--- src/rtl/riscv_pkg.sv ---
// Shared definitions for the RISC-V decode stage: opcode values, one-hot
// format encoding and the decoded entry record held in the pipeline registers.
package riscv_pkg;

   // Widest supported datapath; decoded_t is sized for it so one record type
   // serves every XLEN (upper bits stay zero when XLEN is 32).
   localparam int XLEN_MAX = 64;
   localparam int FMT_W    = 6;

   // Major opcodes (inst[6:0])
   localparam logic [6:0] OP_LOAD     = 7'b0000011;
   localparam logic [6:0] OP_MISC_MEM = 7'b0001111;
   localparam logic [6:0] OP_IMM      = 7'b0010011;
   localparam logic [6:0] OP_AUIPC    = 7'b0010111;
   localparam logic [6:0] OP_IMM_32   = 7'b0011011;
   localparam logic [6:0] OP_STORE    = 7'b0100011;
   localparam logic [6:0] OP_OP       = 7'b0110011;
   localparam logic [6:0] OP_LUI      = 7'b0110111;
   localparam logic [6:0] OP_OP_32    = 7'b0111011;
   localparam logic [6:0] OP_BRANCH   = 7'b1100011;
   localparam logic [6:0] OP_JALR     = 7'b1100111;
   localparam logic [6:0] OP_JAL      = 7'b1101111;
   localparam logic [6:0] OP_SYSTEM   = 7'b1110011;

   // Bit positions inside the one-hot format vector {R,I,S,B,U,J}
   typedef enum logic [2:0] {
      FMT_J = 3'd0,
      FMT_U = 3'd1,
      FMT_B = 3'd2,
      FMT_S = 3'd3,
      FMT_I = 3'd4,
      FMT_R = 3'd5
   } fmt_e;

   localparam logic [FMT_W-1:0] OH_NONE = 6'b000000;
   localparam logic [FMT_W-1:0] OH_J    = 6'b000001 << FMT_J;
   localparam logic [FMT_W-1:0] OH_U    = 6'b000001 << FMT_U;
   localparam logic [FMT_W-1:0] OH_B    = 6'b000001 << FMT_B;
   localparam logic [FMT_W-1:0] OH_S    = 6'b000001 << FMT_S;
   localparam logic [FMT_W-1:0] OH_I    = 6'b000001 << FMT_I;
   localparam logic [FMT_W-1:0] OH_R    = 6'b000001 << FMT_R;

   // One decoded instruction as it travels from decode into execute
   typedef struct packed {
      logic [XLEN_MAX-1:0] pc;
      logic [FMT_W-1:0]    fmt;
      logic [XLEN_MAX-1:0] imm;
      logic [4:0]          rd;
      logic [4:0]          rs1;
      logic [4:0]          rs2;
      logic [2:0]          funct3;
      logic [6:0]          funct7;
      logic                illegal;
   } decoded_t;

endpackage

--- src/rtl/decode_stage_imm_gen.sv ---
// Combinational immediate generator: assembles the format-specific immediate
// from the instruction word and sign-extends it from bit 31 to XLEN.
module imm_gen
   import riscv_pkg::*;
#(
   parameter int XLEN = 32
) (
   input  logic [31:0]      inst,
   input  logic [FMT_W-1:0] fmt,
   output logic [XLEN-1:0]  imm
);

   logic [31:0] imm32_s;

   // Pick the 32-bit immediate layout selected by the one-hot format
   always_comb begin
      imm32_s = 32'd0;
      case (fmt)
         OH_I:    imm32_s = {{20{inst[31]}}, inst[31:20]};
         OH_S:    imm32_s = {{20{inst[31]}}, inst[31:25], inst[11:7]};
         OH_B:    imm32_s = {{19{inst[31]}}, inst[31], inst[7], inst[30:25], inst[11:8], 1'b0};
         OH_U:    imm32_s = {inst[31:12], 12'd0};
         OH_J:    imm32_s = {{11{inst[31]}}, inst[31], inst[19:12], inst[20], inst[30:21], 1'b0};
         OH_R:    imm32_s = 32'd0;
         default: imm32_s = 32'd0;   // illegal / no format: immediate is zero
      endcase
   end

   // Widen to the datapath; bit 31 always carries the sign
   always_comb begin
      imm = XLEN'($signed(imm32_s));
   end

endmodule

--- src/rtl/decode_stage.sv ---
// Registered RISC-V decode stage. Classifies the incoming instruction by its
// full opcode, builds the immediate, and holds decoded entries in an output
// register backed by one skid register so that a stalled execute stage never
// loses an accepted instruction. Counts accepted illegal instructions.
module decode_stage
   import riscv_pkg::*;
#(
   parameter int XLEN  = 32,
   parameter int CNT_W = 16
) (
   input  logic             clk,
   input  logic             reset,
   input  logic             flush,
   input  logic             in_valid,
   output logic             in_ready,
   input  logic [31:0]      in_inst,
   input  logic [XLEN-1:0]  in_pc,
   output logic             out_valid,
   input  logic             out_ready,
   output logic [XLEN-1:0]  out_pc,
   output logic [FMT_W-1:0] out_fmt,
   output logic [XLEN-1:0]  out_imm,
   output logic [4:0]       out_rd,
   output logic [4:0]       out_rs1,
   output logic [4:0]       out_rs2,
   output logic [2:0]       out_funct3,
   output logic [6:0]       out_funct7,
   output logic             out_illegal,
   output logic [CNT_W-1:0] illegal_count
);

   logic [6:0]       opcode_s;
   logic [FMT_W-1:0] fmt_s;
   logic             illegal_s;
   logic [XLEN-1:0]  imm_s;
   decoded_t         dec_s;

   decoded_t         out_r;
   decoded_t         skid_r;
   logic             out_valid_r;
   logic             skid_valid_r;
   logic [CNT_W-1:0] count_r;

   logic             accept_s;
   logic             pop_s;

   // Opcode classification; the 64-bit-only word opcodes are illegal on RV32
   always_comb begin
      opcode_s = in_inst[6:0];
      fmt_s    = OH_NONE;
      if (in_inst[1:0] == 2'b11) begin
         case (opcode_s)
            OP_LOAD, OP_MISC_MEM, OP_IMM, OP_JALR, OP_SYSTEM: fmt_s = OH_I;
            OP_AUIPC, OP_LUI:                                 fmt_s = OH_U;
            OP_STORE:                                         fmt_s = OH_S;
            OP_OP:                                            fmt_s = OH_R;
            OP_BRANCH:                                        fmt_s = OH_B;
            OP_JAL:                                           fmt_s = OH_J;
            OP_IMM_32: begin
               if (XLEN == 64) begin
                  fmt_s = OH_I;
               end else begin
                  fmt_s = OH_NONE;
               end
            end
            OP_OP_32: begin
               if (XLEN == 64) begin
                  fmt_s = OH_R;
               end else begin
                  fmt_s = OH_NONE;
               end
            end
            default: fmt_s = OH_NONE;
         endcase
      end else begin
         fmt_s = OH_NONE;   // compressed / non-32-bit encodings are not supported
      end
      illegal_s = (fmt_s == OH_NONE);
   end

   imm_gen #(
      .XLEN (XLEN)
   ) u_imm_gen (
      .inst (in_inst),
      .fmt  (fmt_s),
      .imm  (imm_s)
   );

   // Assemble the decoded record that will be captured on accept
   always_comb begin
      dec_s         = '0;
      dec_s.pc      = XLEN_MAX'(in_pc);
      dec_s.fmt     = fmt_s;
      dec_s.imm     = XLEN_MAX'(imm_s);
      dec_s.rd      = in_inst[11:7];
      dec_s.rs1     = in_inst[19:15];
      dec_s.rs2     = in_inst[24:20];
      dec_s.funct3  = in_inst[14:12];
      dec_s.funct7  = in_inst[31:25];
      dec_s.illegal = illegal_s;
   end

   // in_ready is a register copy: space exists while the skid slot is empty
   assign accept_s = in_valid & in_ready;
   assign pop_s    = out_valid_r & out_ready;

   // Output register + skid slot: refill from skid first to keep FIFO order
   always_ff @(posedge clk or posedge reset) begin
      if (reset) begin
         out_r        <= '0;
         skid_r       <= '0;
         out_valid_r  <= 1'b0;
         skid_valid_r <= 1'b0;
      end else if (flush) begin
         out_valid_r  <= 1'b0;
         skid_valid_r <= 1'b0;
      end else if (!out_valid_r || pop_s) begin
         if (skid_valid_r) begin
            out_r        <= skid_r;
            out_valid_r  <= 1'b1;
            skid_valid_r <= 1'b0;
         end else if (accept_s) begin
            out_r       <= dec_s;
            out_valid_r <= 1'b1;
         end else begin
            out_valid_r <= 1'b0;
         end
      end else if (accept_s) begin
         // Output is stalled: park the new entry in the skid slot
         skid_r       <= dec_s;
         skid_valid_r <= 1'b1;
      end
   end

   // Saturating count of illegal instructions taken in (flushed input excluded)
   always_ff @(posedge clk or posedge reset) begin
      if (reset) begin
         count_r <= '0;
      end else if (!flush && accept_s && illegal_s && (count_r != {CNT_W{1'b1}})) begin
         count_r <= count_r + CNT_W'(1);
      end
   end

   assign in_ready      = ~skid_valid_r;
   assign out_valid     = out_valid_r;
   assign out_pc        = out_r.pc[XLEN-1:0];
   assign out_fmt       = out_r.fmt;
   assign out_imm       = out_r.imm[XLEN-1:0];
   assign out_rd        = out_r.rd;
   assign out_rs1       = out_r.rs1;
   assign out_rs2       = out_r.rs2;
   assign out_funct3    = out_r.funct3;
   assign out_funct7    = out_r.funct7;
   assign out_illegal   = out_r.illegal;
   assign illegal_count = count_r;

   // Record fields are XLEN_MAX wide; when XLEN is narrower the upper bits
   // are constant zero and are folded here so nothing dangles.
   logic unused_hi;
   assign unused_hi = ^{out_r.pc, out_r.imm};

endmodule

--- config.mk ---
export PLATFORM = sky130hd
export DESIGN_NAME = decode_stage
export DESIGN_NICKNAME = d
export VERILOG_FILES = /design/src/rtl/riscv_pkg.sv /design/src/rtl/decode_stage_imm_gen.sv /design/src/rtl/decode_stage.sv
export SDC_FILE = /design/constraint.sdc
export NUM_CORES = 1
export LEC_CHECK = 0
export CAP_MARGIN = 20
export CORE_ASPECT_RATIO = 0.5
export CORE_MARGIN = 2
export CORE_UTILIZATION = 47
export DETAILED_ROUTE_END_ITERATION = 8
export PLACE_DENSITY = 0.75
export SYNTH_ARGS = -nofsm -noshare
export SYNTH_HDL_FRONTEND = slang
export SYNTH_HIERARCHICAL = 1
export SYNTH_SLANG_ARGS = --single-unit
export TNS_END_PERCENT = 50
--- constraint.sdc ---
create_clock -name clk -period 7.4 [get_ports clk]
set_clock_uncertainty 0.2 [all_clocks]
set_input_delay 1.85 -clock clk [delete_from_list [all_inputs] [get_ports clk]]
set_output_delay 1.85 -clock clk [all_outputs]
set_load 0.05 [all_outputs]
==> run_results.csv, run 1 <==
group,metric,value,unit
status,outcome,"completed",
synth,ys_seq_area_share,55.3,%
finish,fin_nets,1057,
synth,synthArstFlopShare,100,%
pwr,total_power,3470,uW
flow_run,maxCapViolCount,0,
setup_path,path_max_fanout,11,
clock_network,cts_buffer_depth,3,
drt,routed_via_density,5.45,
synth,syn_area,9500,sq um
setup_path,worstPathRequired,7.62,ns
setup_path,reg2reg_depth,6,
sta,layout_min_cycle_time,5.03,ns
clock_network,cts.repair.resized,0,
pwr,peakVddDrop,0.000185,V
placement,routabilityCongestion,0.823,
setup_path,cp_cell_sequence,"clkdlybuf4s50_1 -> or3b_1 -> o21a_1 -> a2bb2oi_1 -> nor2_1 -> xnor2_1 -> nor4b_1 -> a22o_1 -> mux2i_1 -> a21oi_1",
synth,synth_fp_nets,894,
die,top_level_ports,183,
setup_path,cp-end-kind,"flip-flop",
global_route,grt_max_degree,163,
finish,layout_commonest_cell,"dfrtp_1",
drt,finalWirelength,22600,um
drt,vias,6900,
setup_path,crit_type,"primary input to flip-flop",
global_route,grt_pass1_wl,37500,um
global_route,grt_overflow_total,0,
clock_network,cts_tree,"built",
sta,slew_headroom,31.2,%
synth,ys.flop_type,"dfrtp_1",
synth,yosysWarnings,6,
sta,drv_slew,0,
die,die_y,105,um
finish,diodes,0,
sta,max_freq,0.199,GHz
sta,setup_viol,0,
finish,multiInputGateArea,4010,sq um
clock_network,clock_sinks,210,
drt,wl_per_cell,17.9,um
finish,layout.cells.most_common_list,"209 x dfrtp_1, 182 x clkdlybuf4s50_1, 105 x nor2_1, 97 x a21oi_1, 94 x mux2_2",
drt,drt-initial-drc-count,439,
setup_path,cp.depth,10,
finish,nFillCells,1608,
sta,fin_crit_sh,68.0,%
setup_path,start_kind,"primary input",
die,rows,36,
drt,drc,0,
sta,finalHoldViolCount,0,
clock_network,cts_max_level,1,
sta,holdWs,0.278,ns
clock_network,cts_setup_buffers,0,
drt,dr.pass1.iters,6,
die,die_area,21400,sq um
synth,synth_cell_types,50,
global_route,grt_pass1_vias,7016,
finish,drive_above_1_share,15.9,%
clock_network,cts_made_buffers,20,
die,initial_core_util,48.3,%
setup_path,path_buf_inv,1,
pwr,power.density,283,nW/um^2
finish,seqCellArea,5260,sq um
global_route,antenna_found_initial,0,
sta,worst_slew_pin_slew,1.03,ns
clock_network,cts_root_buf,"clkbuf_16",
die,dieWidth,205,um
drt,m1WireLength,10300,um
synth,syn_inst,824,
global_route,track_usage,21.5,%
drt,final_antenna_net_count,0,
pwr,power_leakage,0.00518,uW
setup_path,critical-path-top-delay-family,"simple AND/OR/NAND/NOR gates",
synth,synth_edf_count,0,
setup_path,critPathSlowestCell,"nor4b_1",
setup_path,max_stage_delay,0.79,ns
clock_network,clk_pin_slew,0.06,ns
sta,tns,0,ns
synth,synth.ff_latch_count,210,
finish,areaGrowthSynthToFinish,29.2,%
placement,portBuffers,182,
setup_path,cp.arrival,5.25,ns
min_path,hold_path_depth,2,
drt,met3_length,1080,um
sta,grt_setup_unrepaired,"false",
drt,wl_met2,10800,um
placement,hpwl,14600,um
clock_network,cts_hold_buf,0,
die,core,19600,sq um
drt,dr.max_layer_used,"met4",
synth,synth.avg_cell_area,11.5,sq um
clock_network,clk_latency,0.51,ns
min_path,hp-class,"flip-flop to flip-flop",
## per-layer routing
layer  vias to the layer above  global-route usage (%)
met4                         0                    4.21
met1                      3476                    29.2
met3                        28                    4.07
met5                         -                       0
met2                       147                    36.3
li1                       3249                       -
## cell type report
class,count,share of cell area (%)
Clock buffer,26,4.67
Tap cell,266,2.71
Multi-Input combinational cell,553,32.7
Sequential cell,210,42.9
Timing Repair Buffer,194,15.7
Clock inverter,9,1.07
Inverter,8,0.275
## where the power goes
part,switching [uW],total (uW),internal (uW)
combinational,576,920,344
sequential,116,1450,1340
clock,447,1100,653
## final timing paths
check | from | end | slack, ns
worst max-delay path | in_inst[3] | out_imm[2] | 2.37
worst min-delay path | skid_r[92] | skid_r[92] | 0.28
worst max register to register | skid_valid_r | out_fmt[4] | 4.21
worst min register to register | skid_r[92] | skid_r[92] | 0.28
max in group asynchronous | reset | skid_r[27] | 4.59
min in group asynchronous | reset | out_pc[9] | 1.73
## cell families after synthesis
| kind of cell | Yosys count | synth area share [%] |
|---|---|---|
| AOI/OAI and AO/OA | 144 | 9.12 |
| xor gates and xnor gates | 17 | 1.57 |
| adders and majority gates | 1 | 0.132 |
| buffers and inverters | 61 | 2.62 |
| DFF | 210 | 55.3 |
| muxes | 187 | 21.0 |
| and+or+nand+nor | 204 | 10.2 |
## synthesized netlist by cell type, drive strengths merged (4+ instances only)
master | number | share of area (%)
nor3b | 6 | 0.47
mux2i | 92 | 9.7
dfrtp | 210 | 55
a21oi | 97 | 5.1
inv | 7 | 0.28
nand2b | 5 | 0.33
o31ai | 13 | 1.1
a22o | 4 | 0.37
and3 | 4 | 0.26
xor2 | 14 | 1.3
o21a | 5 | 0.40
nor2b | 4 | 0.26
buf | 16 | 0.84
nor2 | 105 | 4.2
nor4 | 5 | 0.40
mux2 | 95 | 11
nor3 | 15 | 0.79
nand4 | 4 | 0.26
nand2 | 23 | 0.91
nand3 | 19 | 1.0
o21ai | 7 | 0.37
clkbuf | 37 | 1.5
a21o | 8 | 0.74
## stage by stage
stage                     instances  utilization [%]  cell area (sq um)  setup WS (ns)
after floorplan                 824                -               9500           2.62
after global placement         1229             58.8              11500           1.69
after detailed placement       1231             58.9              11600           1.94
after CTS                      1266             62.5              12300           2.45
after global routing           1266             62.5              12300           2.20
final                          1266             62.5              12300           2.37
## worst reg2reg max path, cell delays in order, from the launching register on
cell     delay [ns]
dfrtp_4        0.42
buf_4          0.79
nor2_1         0.22
nor3_2         0.42
buf_4          0.73
nand2_1        0.12
o22a_1         0.18
## state kept, by name, indices dropped and copies added, names as in the netlist
signal and count:
skid_r 96, out_imm 32, out_pc 32, illegal_count 16, out_funct7 7, out_fmt 6, out_rd 5, out_rs1 5
out_rs2 5, out_funct3 3, out_illegal 1, out_valid 1, skid_valid_r 1
No activity file was read; power rests on OpenSTA's default activity.
==> run 2, diff against run 1 <==
CORE_UTILIZATION = 50   (was 47)
PLACE_DENSITY = 0.76   (was 0.75)
clock period = 5.2 ns   (was 7.4 ns; I/O delays follow)
==> run 2 against run 1 <==
  * Cell area is 0.78% lower
  * Non-clock buffer count up 5
  * Critical path depth is 3 lower
  * Routed wire length up 0.81%
  * Sequential share of layout area rose by 0.34 points
  * Total power is 36% higher
  * First-iteration DRC count decreased by 16%
  * Clock power increased by 21%
  * Die area is 5.8% lower
  * Critical path type unchanged
==> run_results.csv, run 2 (synthesized netlist as in run 1, its figures left out) <==
group,metric,value,unit
sta,setup_viol,0,
pwr,p_sw_share,33.3,%
sta,layout_min_cycle_time,4.24,ns
min_path,min_delay_worst_endpoint,"skid_r[94]",
clock_network,cts_root_buf,"clkbuf_16",
finish,fin_nets,1061,
min_path,hp-start,"skid_r[94]",
setup_path,reg2reg_to,"skid_r[18]",
finish,diodes,0,
placement,routabilityCongestion,0.813,
drt,vias,6954,
global_route,track_usage,23.1,%
pwr,p_seq_share,44.1,%
setup_path,reg2reg_depth,4,
setup_path,cp-end-kind,"flip-flop",
pwr,pwr-share-clk,28.1,%
setup_path,cp.arrival,4.40,ns
sta,finalHoldViolCount,0,
pwr,p_int,3150,uW
finish,finalInstanceArea,12200,sq um
sta,worst_slew_pin_slew,1.13,ns
drt,final_antenna_net_count,0,
pwr,peakVddDrop,0.000290,V
sta,fin_crit_sh,81.4,%
drt,wl_per_cell,18.1,um
clock_network,cts_buffer_depth,3,
global_route,grt_pass1_vias,7038,
min_path,hp-class,"flip-flop to flip-flop",
finish,largest_reg_flops,96,
die,core,18500,sq um
global_route,grt_pass1_wl,36800,um
setup_path,reg2reg_slack,2.25,ns
global_route,grt_max_degree,84,
setup_path,rr_startpoint,"skid_valid_r",
placement,portBuffers,182,
sta,tns,0,ns
pwr,combPwrFrac,27.8,%
status,outcome,"completed",
finish,areaGrowthSynthToFinish,28.2,%
setup_path,start_kind,"primary input",
clock_network,cts_tree,"built",
pwr,p_switching,1570,uW
clock_network,clk_latency,0.48,ns
sta,drv_slew,0,
drt,drc,0,
clock_network,cts.repair.resized,0,
pwr,power.density,387,nW/um^2
placement,hpwl,15100,um
clock_network,cts_setup_buffers,0,
setup_path,max_stage_delay,0.90,ns
finish,layout.cells.most_common_list,"209 x dfrtp_1, 182 x clkdlybuf4s50_1, 105 x nor2_1, 97 x a21oi_1, 94 x mux2_2",
global_route,grt_overflow_total,0,
global_route,antenna_found_initial,0,
flow_run,maxCapViolCount,0,
finish,regMostFlops,"skid_r",
die,die_area,20200,sq um
setup_path,crit_type,"primary input to flip-flop",
setup_path,path_buf_inv,1,
sta,grt_setup_unrepaired,"false",
placement,dpl_cell_area,11600,sq um
clock_network,clk_pin_slew,0.07,ns
setup_path,worstPathRequired,5.36,ns
pwr,power_leakage,0.00513,uW
clock_network,cts_max_level,1,
clock_network,clock_sinks,210,
pwr,total_power,4720,uW
finish,layout_commonest_cell,"dfrtp_1",
setup_path,critical-path-top-delay-family,"simple AND/OR/NAND/NOR gates",
die,rows,35,
setup_path,path_max_fanout,11,
clock_network,cts_hold_buf,0,
finish,drive_above_1_share,15.5,%
die,dieWidth,199,um
drt,drt-initial-drc-count,368,
drt,finalWirelength,22800,um
die,die_y,101,um
die,top_level_ports,183,
min_path,hold_path_depth,2,
sta,slew_headroom,24.7,%
drt,routed_via_density,5.52,
clock_network,cts_made_buffers,19,
die,initial_core_util,51.3,%
sta,max_freq,0.236,GHz
setup_path,cp_cell_sequence,"clkdlybuf4s50_1 -> nand2b_1 -> nor3b_1 -> nor2_1 -> nand2_1 -> o31ai_1 -> mux2_2",
setup_path,critPathSlowestCell,"nor3b_1",
drt,dr.pass1.iters,5,
[run 2: cell count changes in the layout (fill, tap and decap cells not counted), sizes merged]
| cell | delta |
|---|---|
| clkinv | -3 |
| bufinv | -2 |
| buf | +5 |
[run 2: worst max-delay path by stage]
stage                       startpoint          endpoint  slack, ns  cells after the start
after global placement      in_inst[3]        skid_r[46]       0.42                      9
after global routing        in_inst[2]       out_imm[27]       0.83                      8
after CTS                 skid_valid_r          in_ready       0.99                      2
final                       in_inst[6]        skid_r[51]       0.96                      7
after floorplan                  reset  illegal_count[0]       0.97                      1
after detailed placement    in_inst[6]        skid_r[54]       0.54                      7
[run 2: final cells by class]
type                       count  area (sq um)
clock buffer                  26           522
inverter                       8          33.8
fill                        1463          6350
sequential                   210          5260
tap                          259           324
multi-input combinational    553          4010
timing repair buffer         199          1980
clock inverter                 4          45.0
[run 2: worst min-delay path, delay by kind of cell (launching register included)]
kind / cells / cell delay [ns]
and+or+nand+nor: 1 / 0.05
DFF: 1 / 0.35
AOI/OAI and AO/OA: 1 / 0.06
[run 2: layer usage]
metal / global-route usage (%) / share of wire [%] / vias up
li1: - / - / 3255
met1: 31.4 / 45 / 3502
met2: 38.9 / 48 / 169
met3: 4.43 / 5.3 / 28
met4: 5.51 / 1.8 / 0
met5: 0 / 0 / -
[run 2: per-stage QoR]
stage,hold WS [ns],utilization (%),instances,setup WS (ns)
after global placement,0.258,62.5,1227,0.421
after global routing,0.320,65.7,1259,0.830
after CTS,0.297,65.7,1258,0.985
after detailed placement,0.271,62.6,1228,0.535
after floorplan,0.245,-,824,0.972
final,0.291,65.7,1259,0.965
[run 2: power by group through the flow]
stage / clock network [uW] / logic, uW / registers, uW
3_5_place_dp: 0 / 1320 / 2100
4_1_cts: 1370 / 1320 / 2080
5_1_grt: 1440 / 1390 / 2110
2_1_floorplan: 0 / 358 / 2570
6_report: 1330 / 1310 / 2080
3_3_place_gp: 0 / 1300 / 2090
==> run 3, diff against run 2 <==
clock period = 4.2 ns   (was 5.2 ns; I/O delays follow)
==> run 3 against run 2 <==
  * Cell area increased by 2.1%
  * Count of clock-buffer cells in the layout unchanged
  * Combinational power increased by 25%
  * Total power increased by 31%
  * Worst setup slack got worse by 0.49 ns
  * Clock power increased by 48%
  * Critical endpoint is now skid_r[48]
  * Largest cell class unchanged
==> run_results.csv, run 3 (synthesized netlist as in run 1, its figures left out) <==
group,metric,value,unit
status,outcome,"completed",
setup_path,reg2reg_slack,1.37,ns
clock_network,clock_sinks,210,
finish,diodes,0,
clock_network,cts_root_buf,"clkbuf_16",
finish,layout.cells.most_common_list,"209 x dfrtp_1, 182 x clkdlybuf4s50_1, 105 x nor2_1, 97 x a21oi_1, 94 x mux2_2",
sta,drv_slew,0,
drt,dr.max_layer_used,"met4",
die,core,18500,sq um
placement,place_ws,0.0361,ns
finish,regMostFlops,"skid_r",
drt,m1WireLength,10600,um
setup_path,path_max_fanout,9,
clock_network,cts_buffer_depth,3,
global_route,track_usage,23.1,%
clock_network,cts.repair.resized,0,
global_route,antenna_found_initial,0,
finish,seqCellArea,5260,sq um
pwr,peakVddDrop,0.000281,V
flow_run,maxCapViolCount,0,
drt,drc,0,
pwr,power.density,497,nW/um^2
placement,dpl_cell_area,11700,sq um
die,die_y,101,um
drt,vias,6949,
finish,areaGrowthSynthToFinish,30.9,%
finish,drive_above_1_share,17.1,%
die,rows,35,
finish,multiInputGateArea,4010,sq um
clock_network,cts_tree,"built",
global_route,grt_overflow_total,0,
drt,final_antenna_net_count,0,
placement,routabilityCongestion,0.807,
finish,nFillCells,1416,
drt,finalWirelength,23000,um
setup_path,cp.arrival,3.89,ns
finish,fin_nets,1070,
clock_network,cts_hold_buf,0,
sta,slew_headroom,34.3,%
clock_network,cts_setup_buffers,0,
setup_path,cp-end-kind,"flip-flop",
drt,routed_via_density,5.46,
die,die_area,20200,sq um
setup_path,crit_type,"primary input to flip-flop",
die,top_level_ports,183,
clock_network,cts_made_buffers,20,
global_route,grt_pass1_wl,36800,um
drt,drt-initial-drc-count,310,
placement,hpwl,15600,um
global_route,grt_pass1_vias,7054,
drt,met3_length,1070,um
drt,wl_met2,11000,um
sta,fin_crit_sh,88.6,%
placement,portBuffers,182,
global_route,grt_max_degree,77,
sta,grt_setup_unrepaired,"false",
sta,holdWs,0.290,ns
drt,wl_per_cell,18.1,um
sta,worst_slew_pin_slew,0.985,ns
finish,layout_commonest_cell,"dfrtp_1",
finish,layoutNonFillerInstCount,1273,
pwr,power_leakage,0.00526,uW
die,dieWidth,199,um
sta,layout_min_cycle_time,3.72,ns
finish,largest_reg_flops,96,
sta,setup_viol,0,
setup_path,start_kind,"primary input",
sta,max_freq,0.269,GHz
sta,finalHoldViolCount,0,
placement,dpl.cell_count,1236,
die,initial_core_util,51.3,%
setup_path,worstPathRequired,4.37,ns
finish,finalInstanceArea,12400,sq um
min_path,hp-class,"flip-flop to flip-flop",
drt,dr.pass1.iters,5,
sta,finalWorstSetupSlack,0.477,ns
clock_network,clk_latency,0.49,ns
clock_network,cts_max_level,1,
clock_network,clk_pin_slew,0.06,ns
==> run 3: cell count changes in the layout (fill, tap and decap cells not counted) <==
cell	before	now
clkinv_2	3	4
clkbuf_8	2	4
clkbuf_16	19	21
clkinv_8	0	1
clkbuf_1	5	1
clkinvlp_4	1	3
buf_4	14	19
bufinv_16	1	3
buf_12	2	5
==> run 3: critical path: stages <==
cell	delay [ns]
clkdlybuf4s50_1	0.57
nand2b_1	0.19
a2bb2oi_1	0.35
nor2_1	0.08
buf_4	0.17
xor2_1	0.16
a211oi_2	0.67
buf_6	0.23
o31ai_1	0.10
mux2_2	0.30
==> run 3: final timing paths <==
check / from / to / cells past startpoint
hold reg to reg: skid_r[0] / skid_r[0] / 2
setup / recovery: in_inst[4] / skid_r[48] / 10
setup reg to reg: skid_valid_r / skid_r[126] / 5
hold / removal: skid_r[0] / skid_r[0] / 2
max in group asynchronous: reset / skid_r[36] / 3
min in group asynchronous: reset / skid_r[117] / 2
==> run 3: power by group <==
| part | switching (uW) | internal (uW) |
|---|---|---|
| Sequential | 213 | 2360 |
| Combinational | 1020 | 617 |
| Clock | 794 | 1170 |
==> run 3: final cells by class <==
type	instances	share of cell area, %
clock buffers	26	4.70
well taps	259	2.61
flip-flops and latches	210	42.3
inverters	8	0.272
repair buffers	207	16.7
multi-input cells	553	32.3
clock inverters	10	1.14
==> run 3: layer usage <==
| metal | GRT usage [%] | up-vias |
|---|---|---|
| li1 | - | 3269 |
| met1 | 31.4 | 3489 |
| met2 | 38.7 | 161 |
| met3 | 4.43 | 30 |
| met4 | 5.68 | 0 |
| met5 | 0 | - |
==> run 3: stage by stage <==
step           TNS [ns]  power, uW  utilization (%)
2_1_floorplan         0       3630                -
3_3_place_gp      -4.05       4200             63.1
3_5_place_dp          0       4250             63.1
4_1_cts               0       6230             67.1
5_1_grt               0       6440             67.1
6_report              0       6180             67.1
